$ cat src/rtl/kiscv_pkg.sv
// kiscv_pkg: shared types and constants for the alu_issue decode/issue slice.
//   - RV32I opcode constants used by the issue decoder
//   - 4-bit ALU op codes ({m3, funct3} encoding, ALU_BAD = error code)
//   - issue_kind_t: how execute should treat an issued op
//   - issue_bundle_t: one issued op as carried through the skid buffer
//   - skid_state_t: occupancy of the 2-entry skid buffer
package kiscv_pkg;

    localparam logic [6:0] OPC_OP     = 7'b0110011;
    localparam logic [6:0] OPC_OP_IMM = 7'b0010011;
    localparam logic [6:0] OPC_BRANCH = 7'b1100011;
    localparam logic [6:0] OPC_LUI    = 7'b0110111;
    localparam logic [6:0] OPC_AUIPC  = 7'b0010111;

    localparam logic [3:0] ALU_ADD  = 4'b0000;
    localparam logic [3:0] ALU_SUB  = 4'b1000;
    localparam logic [3:0] ALU_SLL  = 4'b0001;
    localparam logic [3:0] ALU_SLT  = 4'b0010;
    localparam logic [3:0] ALU_SLTU = 4'b0011;
    localparam logic [3:0] ALU_XOR  = 4'b0100;
    localparam logic [3:0] ALU_SRL  = 4'b0101;
    localparam logic [3:0] ALU_SRA  = 4'b1101;
    localparam logic [3:0] ALU_OR   = 4'b0110;
    localparam logic [3:0] ALU_AND  = 4'b0111;
    localparam logic [3:0] ALU_BAD  = 4'b1111;

    typedef enum logic [1:0] {
        KIND_ALU     = 2'd0,
        KIND_BRANCH  = 2'd1,
        KIND_ILLEGAL = 2'd2,
        KIND_RSVD    = 2'd3
    } issue_kind_t;

    typedef struct packed {
        logic [3:0]  m;
        logic [31:0] a;
        logic [31:0] b;
        logic [31:0] imm;
        logic [4:0]  rd;
        issue_kind_t kind;
        logic [31:0] pc;
    } issue_bundle_t;

    localparam int BUNDLE_W = $bits(issue_bundle_t);

    typedef enum logic {
        SKID_EMPTY = 1'b0,
        SKID_FULL  = 1'b1
    } skid_state_t;

endpackage

$ cat src/rtl/alu_issue_if.sv
// alu_issue_if: handshake and data signals around the alu_issue stage.
//   in_*  : register-read bundle entering the stage (valid/ready)
//   out_* : issued ALU op leaving towards execute (valid/ready)
// Modports:
//   master : the issue stage itself (accepts in_*, drives out_*)
//   slave  : the surrounding pipeline (drives in_*, accepts out_*)
interface alu_issue_if #(
    parameter int XLEN = 32,
    parameter int PC_W = 32
);
    logic            in_valid;
    logic            in_ready;
    logic [31:0]     in_instr;
    logic [PC_W-1:0] in_pc;
    logic [XLEN-1:0] in_rs1;
    logic [XLEN-1:0] in_rs2;
    logic            out_valid;
    logic            out_ready;
    logic [3:0]      out_m;
    logic [XLEN-1:0] out_a;
    logic [XLEN-1:0] out_b;
    logic [XLEN-1:0] out_imm;
    logic [4:0]      out_rd;
    logic [1:0]      out_kind;
    logic [PC_W-1:0] out_pc;

    modport master (
        input  in_valid, in_instr, in_pc, in_rs1, in_rs2, out_ready,
        output in_ready, out_valid, out_m, out_a, out_b, out_imm,
               out_rd, out_kind, out_pc
    );

    modport slave (
        output in_valid, in_instr, in_pc, in_rs1, in_rs2, out_ready,
        input  in_ready, out_valid, out_m, out_a, out_b, out_imm,
               out_rd, out_kind, out_pc
    );
endinterface

$ cat src/rtl/skid_buffer.sv
// skid_buffer: 2-entry valid/ready register with registered in_ready.
//   clk, rst            : clock, asynchronous active-high reset
//   in_valid/in_ready   : upstream handshake; in_ready = skid entry empty
//   in_data  [W]        : upstream payload
//   out_valid/out_ready : downstream handshake, 1-cycle latency
//   out_data [W]        : downstream payload, held while stalled
module skid_buffer
    import kiscv_pkg::*;
#(
    parameter int W = 8
) (
    input  logic         clk,
    input  logic         rst,
    input  logic         in_valid,
    output logic         in_ready,
    input  logic [W-1:0] in_data,
    output logic         out_valid,
    input  logic         out_ready,
    output logic [W-1:0] out_data
);
    skid_state_t  state;
    logic         vld_p1;
    logic [W-1:0] data_p1;
    logic [W-1:0] skid_p1;

    assign in_ready  = (state == SKID_EMPTY);
    assign out_valid = vld_p1;
    assign out_data  = data_p1;

    // Stage boundary: output register plus one overflow (skid) entry.
    always_ff @(posedge clk or posedge rst) begin
        if (rst) begin
            state   <= SKID_EMPTY;
            vld_p1  <= 1'b0;
            data_p1 <= '0;
            skid_p1 <= '0;
        end else begin
            case (state)
                SKID_EMPTY: begin
                    if (in_valid) begin
                        // Output free or draining this cycle: reload directly,
                        // otherwise park the bundle in the skid entry.
                        if (!vld_p1 || out_ready) begin
                            data_p1 <= in_data;
                            vld_p1  <= 1'b1;
                        end else begin
                            skid_p1 <= in_data;
                            state   <= SKID_FULL;
                        end
                    end else if (out_ready) begin
                        vld_p1 <= 1'b0;
                    end
                end
                SKID_FULL: begin
                    // Input is blocked here; the output stays valid and the
                    // parked bundle moves up as soon as execute takes one.
                    if (out_ready) begin
                        data_p1 <= skid_p1;
                        state   <= SKID_EMPTY;
                    end
                end
                default: state <= SKID_EMPTY;
            endcase
        end
    end
endmodule

$ cat src/rtl/alu_issue.sv
// alu_issue: RV32I decode/issue stage driving the integer ALU (m/a/b).
//   clk, rst : clock, asynchronous active-high reset
//   bus      : alu_issue_if.master
//              in_valid/in_ready + in_instr/in_pc/in_rs1/in_rs2 from register read
//              out_valid/out_ready + out_m/out_a/out_b/out_imm/out_rd/out_kind/out_pc
//              to execute, one cycle after acceptance, through a 2-entry skid buffer
// Optional (macro KISCV_ALU_ISSUE_PERF_EN):
//   perf_issued  : output transfers, wraps mod 2^32
//   perf_illegal : output transfers with kind = illegal, wraps mod 2^32
module alu_issue
    import kiscv_pkg::*;
#(
    parameter int XLEN = 32,
    parameter int PC_W = 32
) (
    input  logic        clk,
    input  logic        rst,
    alu_issue_if.master bus
`ifdef KISCV_ALU_ISSUE_PERF_EN
    ,
    output logic [31:0] perf_issued,
    output logic [31:0] perf_illegal
`endif
);
    logic [6:0]      opc;
    logic [2:0]      f3;
    logic [6:0]      f7;
    logic [XLEN-1:0] imm_i;
    logic [XLEN-1:0] imm_b;
    logic [XLEN-1:0] imm_u;
    logic [XLEN-1:0] shamt;
    logic [PC_W-1:0] pc_in;
    logic            illegal;
    issue_bundle_t   dec;
    issue_bundle_t   q;
    logic [BUNDLE_W-1:0] dec_bits;
    logic [BUNDLE_W-1:0] q_bits;

    assign opc   = bus.in_instr[6:0];
    assign f3    = bus.in_instr[14:12];
    assign f7    = bus.in_instr[31:25];
    assign pc_in = bus.in_pc;
    assign imm_i = {{(XLEN-12){bus.in_instr[31]}}, bus.in_instr[31:20]};
    assign imm_b = {{(XLEN-13){bus.in_instr[31]}}, bus.in_instr[31], bus.in_instr[7],
                    bus.in_instr[30:25], bus.in_instr[11:8], 1'b0};
    assign imm_u = {bus.in_instr[31:12], 12'b0};
    // Shift-immediate ops feed only the shift amount to the ALU; imm[11:5]
    // is an opcode extension there, not part of the operand.
    assign shamt = {{(XLEN-5){1'b0}}, bus.in_instr[24:20]};

    always_comb begin
        dec      = '0;
        illegal  = 1'b0;
        dec.pc   = pc_in;
        dec.rd   = bus.in_instr[11:7];
        dec.kind = KIND_ALU;
        case (opc)
            OPC_OP: begin
                dec.a = bus.in_rs1;
                dec.b = bus.in_rs2;
                case ({f7, f3})
                    {7'b0000000, 3'b000}: dec.m = ALU_ADD;
                    {7'b0100000, 3'b000}: dec.m = ALU_SUB;
                    {7'b0000000, 3'b001}: dec.m = ALU_SLL;
                    {7'b0000000, 3'b010}: dec.m = ALU_SLT;
                    {7'b0000000, 3'b011}: dec.m = ALU_SLTU;
                    {7'b0000000, 3'b100}: dec.m = ALU_XOR;
                    {7'b0000000, 3'b101}: dec.m = ALU_SRL;
                    {7'b0100000, 3'b101}: dec.m = ALU_SRA;
                    {7'b0000000, 3'b110}: dec.m = ALU_OR;
                    {7'b0000000, 3'b111}: dec.m = ALU_AND;
                    default:              illegal = 1'b1;
                endcase
            end
            OPC_OP_IMM: begin
                dec.a   = bus.in_rs1;
                dec.b   = imm_i;
                dec.imm = imm_i;
                dec.m   = {1'b0, f3};
                if (f3 == 3'b001) begin
                    dec.b   = shamt;
                    illegal = (f7 != 7'b0000000);
                end else if (f3 == 3'b101) begin
                    dec.b = shamt;
                    if (f7 == 7'b0100000)      dec.m = ALU_SRA;
                    else if (f7 != 7'b0000000) illegal = 1'b1;
                end
            end
            OPC_BRANCH: begin
                dec.a    = bus.in_rs1;
                dec.b    = bus.in_rs2;
                dec.imm  = imm_b;
                dec.rd   = 5'd0;
                dec.kind = KIND_BRANCH;
                dec.m    = {1'b0, f3};
                // funct3 01x would select the undefined compare field.
                illegal  = (f3[2:1] == 2'b01);
            end
            OPC_LUI: begin
                dec.m   = ALU_ADD;
                dec.b   = imm_u;
                dec.imm = imm_u;
            end
            OPC_AUIPC: begin
                dec.m   = ALU_ADD;
                dec.a   = pc_in;
                dec.b   = imm_u;
                dec.imm = imm_u;
            end
            default: illegal = 1'b1;
        endcase
        if (illegal) begin
            dec      = '0;
            dec.pc   = pc_in;
            dec.m    = ALU_BAD;
            dec.kind = KIND_ILLEGAL;
        end
    end

    assign dec_bits = dec;
    assign q        = issue_bundle_t'(q_bits);

    skid_buffer #(.W(BUNDLE_W)) u_skid (
        .clk       (clk),
        .rst       (rst),
        .in_valid  (bus.in_valid),
        .in_ready  (bus.in_ready),
        .in_data   (dec_bits),
        .out_valid (bus.out_valid),
        .out_ready (bus.out_ready),
        .out_data  (q_bits)
    );

    assign bus.out_m    = q.m;
    assign bus.out_a    = q.a;
    assign bus.out_b    = q.b;
    assign bus.out_imm  = q.imm;
    assign bus.out_rd   = q.rd;
    assign bus.out_kind = q.kind;
    assign bus.out_pc   = q.pc;

`ifdef KISCV_ALU_ISSUE_PERF_EN
    always_ff @(posedge clk or posedge rst) begin
        if (rst) begin
            perf_issued  <= 32'd0;
            perf_illegal <= 32'd0;
        end else if (bus.out_valid && bus.out_ready) begin
            perf_issued <= perf_issued + 32'd1;
            if (q.kind == KIND_ILLEGAL) perf_illegal <= perf_illegal + 32'd1;
        end
    end
`endif
endmodule
$ cat src/flat_wrapper.sv
// flat-port wrapper written by rule: the top's interface ports become plain ports
module alu_issue_flat import kiscv_pkg::*;
#(
    parameter int XLEN = 32,
    parameter int PC_W = 32
)
  (clk, rst, bus_in_valid, bus_in_instr, bus_in_pc, bus_in_rs1, bus_in_rs2, bus_out_ready, bus_in_ready, bus_out_valid, bus_out_m, bus_out_a, bus_out_b, bus_out_imm, bus_out_rd, bus_out_kind, bus_out_pc);
  alu_issue_if #(.XLEN(XLEN), .PC_W(PC_W)) bus_i ();
  input  logic clk;
  input  logic rst;
  input wire logic [$bits(bus_i.in_valid)-1:0] bus_in_valid;
  input wire logic [$bits(bus_i.in_instr)-1:0] bus_in_instr;
  input wire logic [$bits(bus_i.in_pc)-1:0] bus_in_pc;
  input wire logic [$bits(bus_i.in_rs1)-1:0] bus_in_rs1;
  input wire logic [$bits(bus_i.in_rs2)-1:0] bus_in_rs2;
  input wire logic [$bits(bus_i.out_ready)-1:0] bus_out_ready;
  output wire logic [$bits(bus_i.in_ready)-1:0] bus_in_ready;
  output wire logic [$bits(bus_i.out_valid)-1:0] bus_out_valid;
  output wire logic [$bits(bus_i.out_m)-1:0] bus_out_m;
  output wire logic [$bits(bus_i.out_a)-1:0] bus_out_a;
  output wire logic [$bits(bus_i.out_b)-1:0] bus_out_b;
  output wire logic [$bits(bus_i.out_imm)-1:0] bus_out_imm;
  output wire logic [$bits(bus_i.out_rd)-1:0] bus_out_rd;
  output wire logic [$bits(bus_i.out_kind)-1:0] bus_out_kind;
  output wire logic [$bits(bus_i.out_pc)-1:0] bus_out_pc;
  assign bus_i.in_valid = bus_in_valid;
  assign bus_i.in_instr = bus_in_instr;
  assign bus_i.in_pc = bus_in_pc;
  assign bus_i.in_rs1 = bus_in_rs1;
  assign bus_i.in_rs2 = bus_in_rs2;
  assign bus_i.out_ready = bus_out_ready;
  assign bus_in_ready = bus_i.in_ready;
  assign bus_out_valid = bus_i.out_valid;
  assign bus_out_m = bus_i.out_m;
  assign bus_out_a = bus_i.out_a;
  assign bus_out_b = bus_i.out_b;
  assign bus_out_imm = bus_i.out_imm;
  assign bus_out_rd = bus_i.out_rd;
  assign bus_out_kind = bus_i.out_kind;
  assign bus_out_pc = bus_i.out_pc;
  alu_issue #(.XLEN(XLEN), .PC_W(PC_W)) u_core (.clk(clk), .rst(rst), .bus(bus_i));
endmodule
$ cat config.mk
export PLATFORM = sky130hd
export DESIGN_NAME = alu_issue_flat
export DESIGN_NICKNAME = d
export VERILOG_FILES = /design/src/rtl/kiscv_pkg.sv /design/src/rtl/alu_issue_if.sv /design/src/rtl/skid_buffer.sv /design/src/rtl/alu_issue.sv /design/src/flat_wrapper.sv
export SDC_FILE = /design/constraint.sdc
export NUM_CORES = 1
export LEC_CHECK = 0
export ABC_CLOCK_PERIOD_IN_PS = 15800
export CAP_MARGIN = 30
export CORE_MARGIN = 2
export CORE_UTILIZATION = 57
export CTS_CLUSTER_DIAMETER = 150
export DETAILED_ROUTE_END_ITERATION = 6
export GPL_TIMING_DRIVEN = 0
export PLACE_DENSITY = 0.95
export SYNTH_ARGS = -nofsm -noshare
export SYNTH_HDL_FRONTEND = slang
export SYNTH_HIERARCHICAL = 1
export SYNTH_SLANG_ARGS = --single-unit
$ cat constraint.sdc
create_clock -name clk -period 15.8 [get_ports clk]
set_clock_uncertainty 0.15 [all_clocks]
set_input_delay 2.37 -clock clk [delete_from_list [all_inputs] [get_ports clk]]
set_output_delay 2.37 -clock clk [all_outputs]
set_load 0.02 [all_outputs]
==> flow_summary.ini, run 1 <==
[global_route]
antenna_found_initial = 3
met2_usage_pct = 50.94
grt.overflow.total = 0
grt_max_degree = 135
busiest_layer = met2
grt_pass1_wl_mm = 62.11
grt_pass1_vias = 10830
grt_usage_pct = 30.33
grt.met1_usage_pct = 38.68
use_met3_pct = 7.517

[detailed_routing]
totalWireLength_mm = 40.24
via_per_inst = 5.957
drc = 0
ant_nets = 0
vias = 10160
drt_iter0_drc = 843
drtPass1Iterations = 5
avgRoutedWirePerCell_um = 23.59

[timing]
period_share_pct = 32.76
fin_crit_ns = 5.177
finalSetupTns_ns = 0
rsz0062_at_grt = false
setup_violations = 0
max_slew_margin_pct = 44.87
finalMaxSlewViolations = 0
finalHoldViolCount = 0
clock.fmax_mhz = 193.2
tightest_slew_ns = 0.8215

[clocking]
clock_latency_ns = 0.56
root_buffer = clkbuf_16
cts_max_level = 1
clock-sinks = 280
cts_made_buffers = 30
cts_hold_buf = 0
clkTransAtPathRegs_ns = 0.06
cts_buffer_depth = 3
ctsResizeCount = 0
cts_setup_buffers = 0
cts_tree = done

[floorplan]
die_w_um = 163.1
die-area_mm2 = 0.02661
rows = 58
die_y_um = 163.1
placeableCoreArea_mm2 = 0.02504
io_pins = 273
initial_core_util_pct = 57.65

[synthesis]
synth_nets = 1183
syn_area_mm2 = 0.01443
synth_fa_ha_area_share_pct = 0
synth_edf_count = 0
yosysWarnings = 6
muxShareOfSynthArea_pct = 37.78
yosysSeqAreaShare_pct = 48.54
synth_cell_type_count = 44
synth_compound_area_share_pct = 4.984
avgSynthCellArea_um2 = 13.73
synth_xor_xnor_area_share_pct = 0.06068
ys.flop_type = dfrtp_1
synth_seq_cells = 280
synth_simple_gate_area_share_pct = 4.846
syn_inst = 1051
synth_top_family_by_area = multiplexers
async_reset_ff_share_pct = 100.0

[cells_and_area]
area_delta_synth_final_pct = 28.87
drive_gt1_share_pct = 38.25
final_nets = 1487
stdcell_area_mm2 = 0.01860
fillers = 1499

[worst_setup_path]
critical_path_class = in -> reg
r2r_setup_slack_ns = 13.73
reg2reg_to = u_core/u_skid/out_data[78]
ff2ff_path_depth = 4
crit_fanout = 10
required_ns = 16.14
startpoint_type = primary input
cp-end-kind = register
arrival_ns = 5.52
worstReg2RegStart = u_core/u_skid/state

[min_path]
hp-class = reg -> reg
hold_depth = 1
worstHoldEndpoint = u_core/u_skid/skid_p1[101]
worstHoldStart = u_core/u_skid/skid_p1[101]

[power]
peakVddDrop_mv = 0.09938
p_total_w = 0.001960
powerDensity_mw_per_mm2 = 105.4
leakagePower_nw = 8.318

[placed_design]
routabilityCongestion = 0.9240
numPortBuffers = 269
post_dp_cell_area_mm2 = 0.01761
dp_hpwl_mm = 28.52

[run]
drv_cap = 0

[status]
outcome = finished, final reports clean
## Yosys cell counts (all sizes together), types with 3 or more instances
master | number | share of area, %
a22oi | 39 | 2.0
o21ai | 9 | 0.31
nor3 | 4 | 0.25
a21oi | 34 | 1.2
a31oi | 18 | 0.78
inv | 7 | 0.18
nand2b | 3 | 0.13
nand2 | 71 | 1.9
nand3 | 3 | 0.10
buf | 52 | 3.0
mux2 | 417 | 38
dfrtp | 280 | 49
nor2 | 67 | 1.8
clkbuf | 22 | 0.57
nor2b | 3 | 0.13
## cell usage in the layout (no fill, tap or decap), types with 3 or more instances in the layout
cell type / synthesis / final
inv_1: 6 / 5
nand3_1: 3 / 3
a31oi_1: 18 / 18
a22oi_1: 39 / 39
clkbuf_1: 22 / 28
nor2_1: 66 / 66
dfrtp_1: 280 / 280
a21oi_1: 34 / 34
o21ai_0: 8 / 8
clkdlybuf4s50_1: 0 / 269
nand2b_1: 3 / 3
clkbuf_16: 0 / 31
clkbuf_8: 0 / 6
buf_6: 28 / 28
nand2_1: 70 / 70
nor2b_1: 3 / 3
buf_2: 23 / 23
mux2_2: 217 / 217
clkinv_2: 0 / 4
mux2_4: 199 / 199
## routing by layer
layer | up-vias | part of all wire (%)
li1 | 4369 | -
met3 | 115 | 8.4
met2 | 531 | 48
met1 | 5144 | 40
met5 | - | 0.067
met4 | 4 | 3.5
## worst max-delay path, stage by stage
cell,delay (ns)
clkdlybuf4s50_1,0.50
nor2b_1,0.31
nand2_1,0.23
nor3_1,0.63
buf_4,0.26
clkbuf_1,0.45
a22oi_1,0.26
nor2_1,0.19
mux2_2,0.16
mux2_2,0.14
## sequential cells by signal (all words and copies together), names as in the netlist
name and cells:
u_core/u_skid/out_valid 1, u_core/u_skid/skid_p1 139, u_core/u_skid/out_data 139, u_core/u_skid/state 1
## through the flow
stage               hold WS [ns]  setup slack [ns]  cells  util [%]
finish                    0.3545             10.62   1706     74.29
global route              0.3650             10.43   1706     74.29
CTS                       0.3558             10.73   1705     74.28
detailed placement        0.3373             10.23   1653     70.33
global placement          0.3215             2.291   1650     70.06
floorplan                 0.3250             5.558   1051         -
## where the power goes
group          leakage (nW)  switching, W  internal (W)
Combinational          4.11      0.000194      0.000237
Clock                 0.486      0.000288      0.000418
Sequential             3.72     0.0000413      0.000781
Total                  8.32      0.000524       0.00144
## cell families (layout without fill, tap and decap cells)
| family | after synthesis | after routing |
|---|---|---|
| other cells | 0 | 1 |
| compound gates | 110 | 110 |
| simple gates | 161 | 161 |
| mux | 418 | 418 |
| xor+xnor | 1 | 1 |
| buf+inv | 81 | 405 |
| flops | 280 | 280 |
## area by class of cell
class / instances / area [um2] / area share (%)
Timing Repair Buffer: 272 / 2755 / 14.81
Tap cell: 330 / 412.9 / 2.220
Multi-Input combinational cell: 690 / 6880 / 36.99
Buffer: 74 / 520.5 / 2.798
Antenna cell: 1 / 2.502 / 0.01345
Clock inverter: 9 / 107.6 / 0.5785
Inverter: 7 / 33.78 / 0.1816
Clock buffer: 43 / 880.8 / 4.736
Sequential cell: 280 / 7007 / 37.67
## worst max path at each step
stage | cells after the start | slack, ns | start | endpoint
2_1_floorplan | 1 | 5.56 | rst | u_core/u_skid/out_data[0]
3_3_place_gp | 2 | 2.29 | rst | u_core/u_skid/out_data[6]
3_5_place_dp | 10 | 10.23 | bus_in_instr[4] | u_core/u_skid/out_data[120]
4_1_cts | 10 | 10.73 | bus_in_instr[4] | u_core/u_skid/out_data[120]
5_1_grt | 10 | 10.43 | bus_in_instr[4] | u_core/u_skid/out_data[120]
6_report | 10 | 10.62 | bus_in_instr[4] | u_core/u_skid/out_data[120]
No activity file was read; power rests on OpenSTA's default activity.
==> run 2: changes to the inputs <==
--- a/config.mk
+++ b/config.mk
@@ -5,14 +5,14 @@
 export SDC_FILE = /design/constraint.sdc
 export NUM_CORES = 1
 export LEC_CHECK = 0
-export ABC_CLOCK_PERIOD_IN_PS = 15800
+export ABC_CLOCK_PERIOD_IN_PS = 4700
 export CAP_MARGIN = 30
 export CORE_MARGIN = 2
-export CORE_UTILIZATION = 57
+export CORE_UTILIZATION = 48
 export CTS_CLUSTER_DIAMETER = 150
 export DETAILED_ROUTE_END_ITERATION = 6
 export GPL_TIMING_DRIVEN = 0
-export PLACE_DENSITY = 0.95
+export PLACE_DENSITY = 0.86
 export SYNTH_ARGS = -nofsm -noshare
 export SYNTH_HDL_FRONTEND = slang
 export SYNTH_HIERARCHICAL = 1
==> constraint.sdc (replaced) <==
create_clock -name clk -period 4.7 [get_ports clk]
set_clock_uncertainty 0.15 [all_clocks]
set_input_delay 0.705 -clock clk [delete_from_list [all_inputs] [get_ports clk]]
set_output_delay 0.705 -clock clk [all_outputs]
set_load 0.02 [all_outputs]
==> run 2 against run 1 <==
  * Total power increased to 3.4 times the previous value
  * Largest power group unchanged
  * Combinational power grew to 3.4 times the previous value
  * Critical endpoint is now u_core/u_skid/out_data[93]
  * Worst setup slack lost 9.2 ns
  * Sequential share of layout area decreased by 0.37 points
  * Die area rose by 18%
  * Final cell count grew 3.8%
  * Clock power rose to 3.5 times the previous value
  * Sequential power rose to 3.4 times the previous value
==> flow_summary.ini, run 2 (same netlist as run 1, synthesis figures left out) <==
[status]
outcome = finished, final reports clean

[floorplan]
initial_core_util_pct = 48.70
die_w_um = 177.4
rows = 63
die_y_um = 177.4
die-area_mm2 = 0.03147
io_pins = 273
placeableCoreArea_mm2 = 0.02964

[global_route]
antenna_found_initial = 0
grt_pass1_wl_mm = 61.83
grt_pass1_vias = 10600
grt.overflow.total = 0
grt_usage_pct = 25.40
grt_max_degree = 45

[timing]
finalSetupTns_ns = 0
max_slew_margin_pct = 45.44
fin_crit_ns = 3.321
rsz0062_at_grt = false
period_share_pct = 70.66
setup_violations = 0
finalHoldViolCount = 0
clock.fmax_mhz = 301.1
finalMaxSlewViolations = 0
tightest_slew_ns = 0.8130

[worst_setup_path]
critPathMaxStageDelay_ns = 0.61
crit_fanout = 10
critical_path_class = in -> reg
arrival_ns = 3.66
cp.depth = 9
critPathSlowestCell = nor2_1
cpMostUsedCell = nand2_1
cp_num_buf_inv = 2
critPathCapture = u_core/u_skid/out_data[93]
reg2reg_to = u_core/u_skid/out_data[75]
worstReg2RegStart = u_core/u_skid/state
required_ns = 5.04
critical-path-top-delay-family = simple AND/OR/NAND/NOR gates
r2r_setup_slack_ns = 2.61
cp-startpoint = bus_in_instr[4]
worstPathCellList = clkdlybuf4s50_1, nor2b_1, nand2_1, nor2_1, clkbuf_1, nand2_1, a31oi_1, mux2_2, mux2_4
ff2ff_path_depth = 4
startpoint_type = primary input
cp-end-kind = register

[power]
peakVddDrop_mv = 0.3366
seq_power_share_pct = 41.4
power_frac_comb_pct = 21.9
power.switching_w = 0.001759
powerDensity_mw_per_mm2 = 355.2
leakagePower_nw = 8.361
intPower_w = 0.004912
pwr-share-clk_pct = 36.8
switching_share_pct = 26.37

[placed_design]
dp_hpwl_mm = 28.84
routabilityCongestion = 0.8836
numPortBuffers = 269
post_dp_cell_area_mm2 = 0.01777

[clocking]
clock-sinks = 280
root_buffer = clkbuf_16
cts_made_buffers = 31
cts_tree = done
cts_max_level = 1
cts_setup_buffers = 0
cts_buffer_depth = 3
cts_hold_buf = 0
ctsResizeCount = 0
clkTransAtPathRegs_ns = 0.06
clock_latency_ns = 0.55

[detailed_routing]
ant_nets = 0
drtPass1Iterations = 6
drc = 0
drt_iter0_drc = 671
vias = 9925
avgRoutedWirePerCell_um = 22.64
totalWireLength_mm = 40.09
via_per_inst = 5.604

[cells_and_area]
layout_commonest_cell = dfrtp_1
drive_gt1_share_pct = 38.45
area_delta_synth_final_pct = 30.13
stdcell_area_mm2 = 0.01878
final_nets = 1493
diodes = 0
final_cell_mix = 280 x dfrtp_1, 269 x clkdlybuf4s50_1, 217 x mux2_2

[min_path]
hp-class = reg -> reg

[run]
drv_cap = 0
run 2: cell count changes in the layout (fill, tap and decap cells not counted), sizes merged:
cell      previous run  this run
diode                1         0
clkinvlp             1         3
clkbuf              65        64
buf                 55        60
inv                  8         6
bufinv               2         4
run 2: area by class of cell:
class / count / area (um2)
multi-input cells: 690 / 6880
fillers: 2183 / 10860
repair buffers: 277 / 2840
clock inverters: 11 / 160.2
plain buffers: 74 / 520.5
well taps: 390 / 488.0
flip-flops and latches: 280 / 7007
inverters: 7 / 30.03
clock buffers: 42 / 857.1
run 2: per-stage QoR:
step           setup slack (ns)  hold slack, ns  power (W)  cells  utilization [%]
2_1_floorplan            0.1377          0.3250   0.003678   1051                -
3_3_place_gp             -1.863          0.3202   0.004202   1710            59.44
6_report                  1.379          0.3521   0.006671   1771            63.37
3_5_place_dp             0.9329          0.3371   0.004241   1718            59.94
5_1_grt                   1.146          0.3647   0.006903   1771            63.37
4_1_cts                   1.474          0.3561   0.006724   1771            63.37
run 2: routing by layer:
metal / part of all wire, % / track usage [%]
met2: 47 / 41.59
met3: 7.8 / 6.491
met4: 3.5 / 8.538
met5: 0 / 0
met1: 41 / 32.83
run 2: how the worst min path moves through the flow:
stage | start | to | slack [ns] | cells past startpoint
2_1_floorplan | u_core/u_skid/skid_p1[100] | u_core/u_skid/skid_p1[100] | 0.32 | 1
3_3_place_gp | u_core/u_skid/out_data[131] | u_core/u_skid/out_data[131] | 0.32 | 1
3_5_place_dp | u_core/u_skid/skid_p1[123] | u_core/u_skid/skid_p1[123] | 0.34 | 1
4_1_cts | u_core/u_skid/skid_p1[104] | u_core/u_skid/skid_p1[104] | 0.36 | 1
5_1_grt | u_core/u_skid/skid_p1[84] | u_core/u_skid/skid_p1[84] | 0.36 | 1
6_report | u_core/u_skid/skid_p1[109] | u_core/u_skid/skid_p1[109] | 0.35 | 1
run 2: power groups by stage:
stage | Clock, W | Sequential [W] | Combinational (W)
after CTS | 0.00250 | 0.00276 | 0.00146
after detailed placement | 0 | 0.00278 | 0.00146
after global routing | 0.00259 | 0.00278 | 0.00153
after global placement | 0 | 0.00279 | 0.00142
after floorplan | 0 | 0.00290 | 0.000781
final | 0.00245 | 0.00276 | 0.00146
==> run 3: changes to the inputs <==
--- a/config.mk
+++ b/config.mk
@@ -5,7 +5,7 @@
 export SDC_FILE = /design/constraint.sdc
 export NUM_CORES = 1
 export LEC_CHECK = 0
-export ABC_CLOCK_PERIOD_IN_PS = 4700
+export ABC_CLOCK_PERIOD_IN_PS = 2950
 export CAP_MARGIN = 30
 export CORE_MARGIN = 2
 export CORE_UTILIZATION = 48
==> constraint.sdc (replaced) <==
create_clock -name clk -period 2.95 [get_ports clk]
set_clock_uncertainty 0.15 [all_clocks]
set_input_delay 0.4425 -clock clk [delete_from_list [all_inputs] [get_ports clk]]
set_output_delay 0.4425 -clock clk [all_outputs]
set_load 0.02 [all_outputs]
==> run 3 against run 2 <==
  * Die area unchanged
  * Total power increased by 59%
  * Worst hold slack got worse by 0.22 ns
  * Design area grew 0.39%
  * Largest power group unchanged
  * Final cell count grew 0.17%
  * Core utilization is 0.24 points higher
  * Sequential power is 59% higher
  * Largest cell class unchanged
==> flow_summary.ini, run 3 (same netlist as run 1, synthesis figures left out) <==
[status]
outcome = finished, final reports clean

[detailed_routing]
vias = 9907
avgRoutedWirePerCell_um = 22.64
drt_iter0_drc = 678
ant_nets = 0
drtPass1Iterations = 5
via_per_inst = 5.585
totalWireLength_mm = 40.16
drc = 0

[floorplan]
die_y_um = 177.4
rows = 63
placeableCoreArea_mm2 = 0.02964
die-area_mm2 = 0.03147
initial_core_util_pct = 48.70
io_pins = 273
die_w_um = 177.4

[worst_setup_path]
critical_path_class = in -> reg
required_ns = 3.23
startpoint_type = primary input
arrival_ns = 3.12
crit_fanout = 10
cp-end-kind = register

[power]
switching_share_pct = 26.40
powerDensity_mw_per_mm2 = 564.1
peakVddDrop_mv = 0.5380
leakagePower_nw = 8.405
power.switching_w = 0.002808
seq_power_share_pct = 41.3
power_frac_comb_pct = 21.9
intPower_w = 0.007828
pwr-share-clk_pct = 36.8

[placed_design]
dp_cells = 1718
routabilityCongestion = 0.8836
dp_hpwl_mm = 28.84
numPortBuffers = 269

[timing]
clock.fmax_mhz = 352.2
finalHoldViolCount = 0
tightest_slew_ns = 0.7430
holdWs_ns = 0.1329
max_slew_margin_pct = 50.47
period_share_pct = 96.23
finalMaxSlewViolations = 0
setup_violations = 0
fin_crit_ns = 2.839

[clocking]
cts_made_buffers = 31
root_buffer = clkbuf_16
clkTransAtPathRegs_ns = 0.06
cts_buffer_depth = 3
clock-sinks = 280
cts_hold_buf = 0
cts_tree = done
clock_latency_ns = 0.55
cts_max_level = 1

[global_route]
grt_max_degree = 45
grt_pass1_wl_mm = 61.83
antenna_found_initial = 0
grt_pass1_vias = 10600
grt.overflow.total = 0
grt_usage_pct = 25.40

[cells_and_area]
area_delta_synth_final_pct = 30.63
fillers = 2181
diodes = 0
final_cell_mix = 280 x dfrtp_1, 269 x clkdlybuf4s50_1, 217 x mux2_2
final_cells = 1774
final_nets = 1496
drive_gt1_share_pct = 39.31
layout_commonest_cell = dfrtp_1

[min_path]
hp-class = in -> async

[run]
drv_cap = 0
run 3: worst max-delay path: stages:
cell	delay, ns
clkdlybuf4s50_1	0.50
or4b_4	0.52
nor2_4	0.22
nand2_2	0.12
o221ai_4	0.30
buf_2	0.28
a31oi_1	0.12
mux2_2	0.34
mux2_4	0.26
run 3: area by class of cell:
type	instances	area [um2]	share of cell area [%]
sequential	280	7007	37.16
tap	390	488.0	2.588
clock inverter	11	160.2	0.8494
inverter	7	30.03	0.1593
clock buffer	42	857.1	4.545
multi-input combinational	690	6918	36.69
timing repair buffer	282	2878	15.26
buffer	72	518.0	2.747
run 3: final timing paths:
path | end | startpoint | cells past startpoint | slack (ns)
max | u_core/u_skid/out_data[93] | bus_in_instr[4] | 9 | 0.11
min | u_core/u_skid/out_data[40] | rst | 2 | 0.13
max reg2reg | u_core/u_skid/out_data[67] | u_core/u_skid/state | 6 | 0.90
min reg2reg | u_core/u_skid/skid_p1[109] | u_core/u_skid/skid_p1[109] | 1 | 0.35
max in group asynchronous | u_core/u_skid/skid_p1[114] | rst | 5 | 1.45
min in group clk | u_core/u_skid/skid_p1[109] | u_core/u_skid/skid_p1[109] | 1 | 0.35
run 3: repair_timing:
action / CTS / global route
endpoints found under the setup margin: 2 / 110
gates cloned: 0 / 0
resized for setup: 0 / 14
pin swaps: 0 / 3
setup buffers: 0 / 5
run 3: routing by layer:
layer  global-route usage (%)  vias to the layer above  part of all wire, %
li1                         -                     4387                    -
met1                    32.83                     5004                   41
met2                    41.59                      433                   47
met3                    6.491                       83                  7.8
met4                    8.538                        0                  3.6
met5                        0                        -                    0
run 3: stage by stage:
| stage | total power, W | setup TNS (ns) | area [um2] | util [%] | worst slack (ns) |
|---|---|---|---|---|---|
| 2_1_floorplan | 0.005859 | -377.95 | 14440 | - | -1.350 |
| 3_3_place_gp | 0.006695 | -1013.63 | 17620 | 59.44 | -3.351 |
| 3_5_place_dp | 0.006757 | -68.45 | 17770 | 59.94 | -0.5546 |
| 4_1_cts | 0.01071 | -0.01891 | 18780 | 63.37 | -0.01392 |
| 5_1_grt | 0.01100 | -0.0009199 | 18860 | 63.62 | -0.0009199 |
| 6_report | 0.01064 | 0 | 18860 | 63.62 | 0.1111 |
run 3: power groups by stage:
stage	clock [W]	combinational (W)	sequential, W
CTS	0.00399	0.00233	0.00439
detailed placement	0	0.00232	0.00443
global route	0.00413	0.00244	0.00443
floorplan	0	0.00124	0.00461
finish	0.00391	0.00233	0.00440
global placement	0	0.00226	0.00444
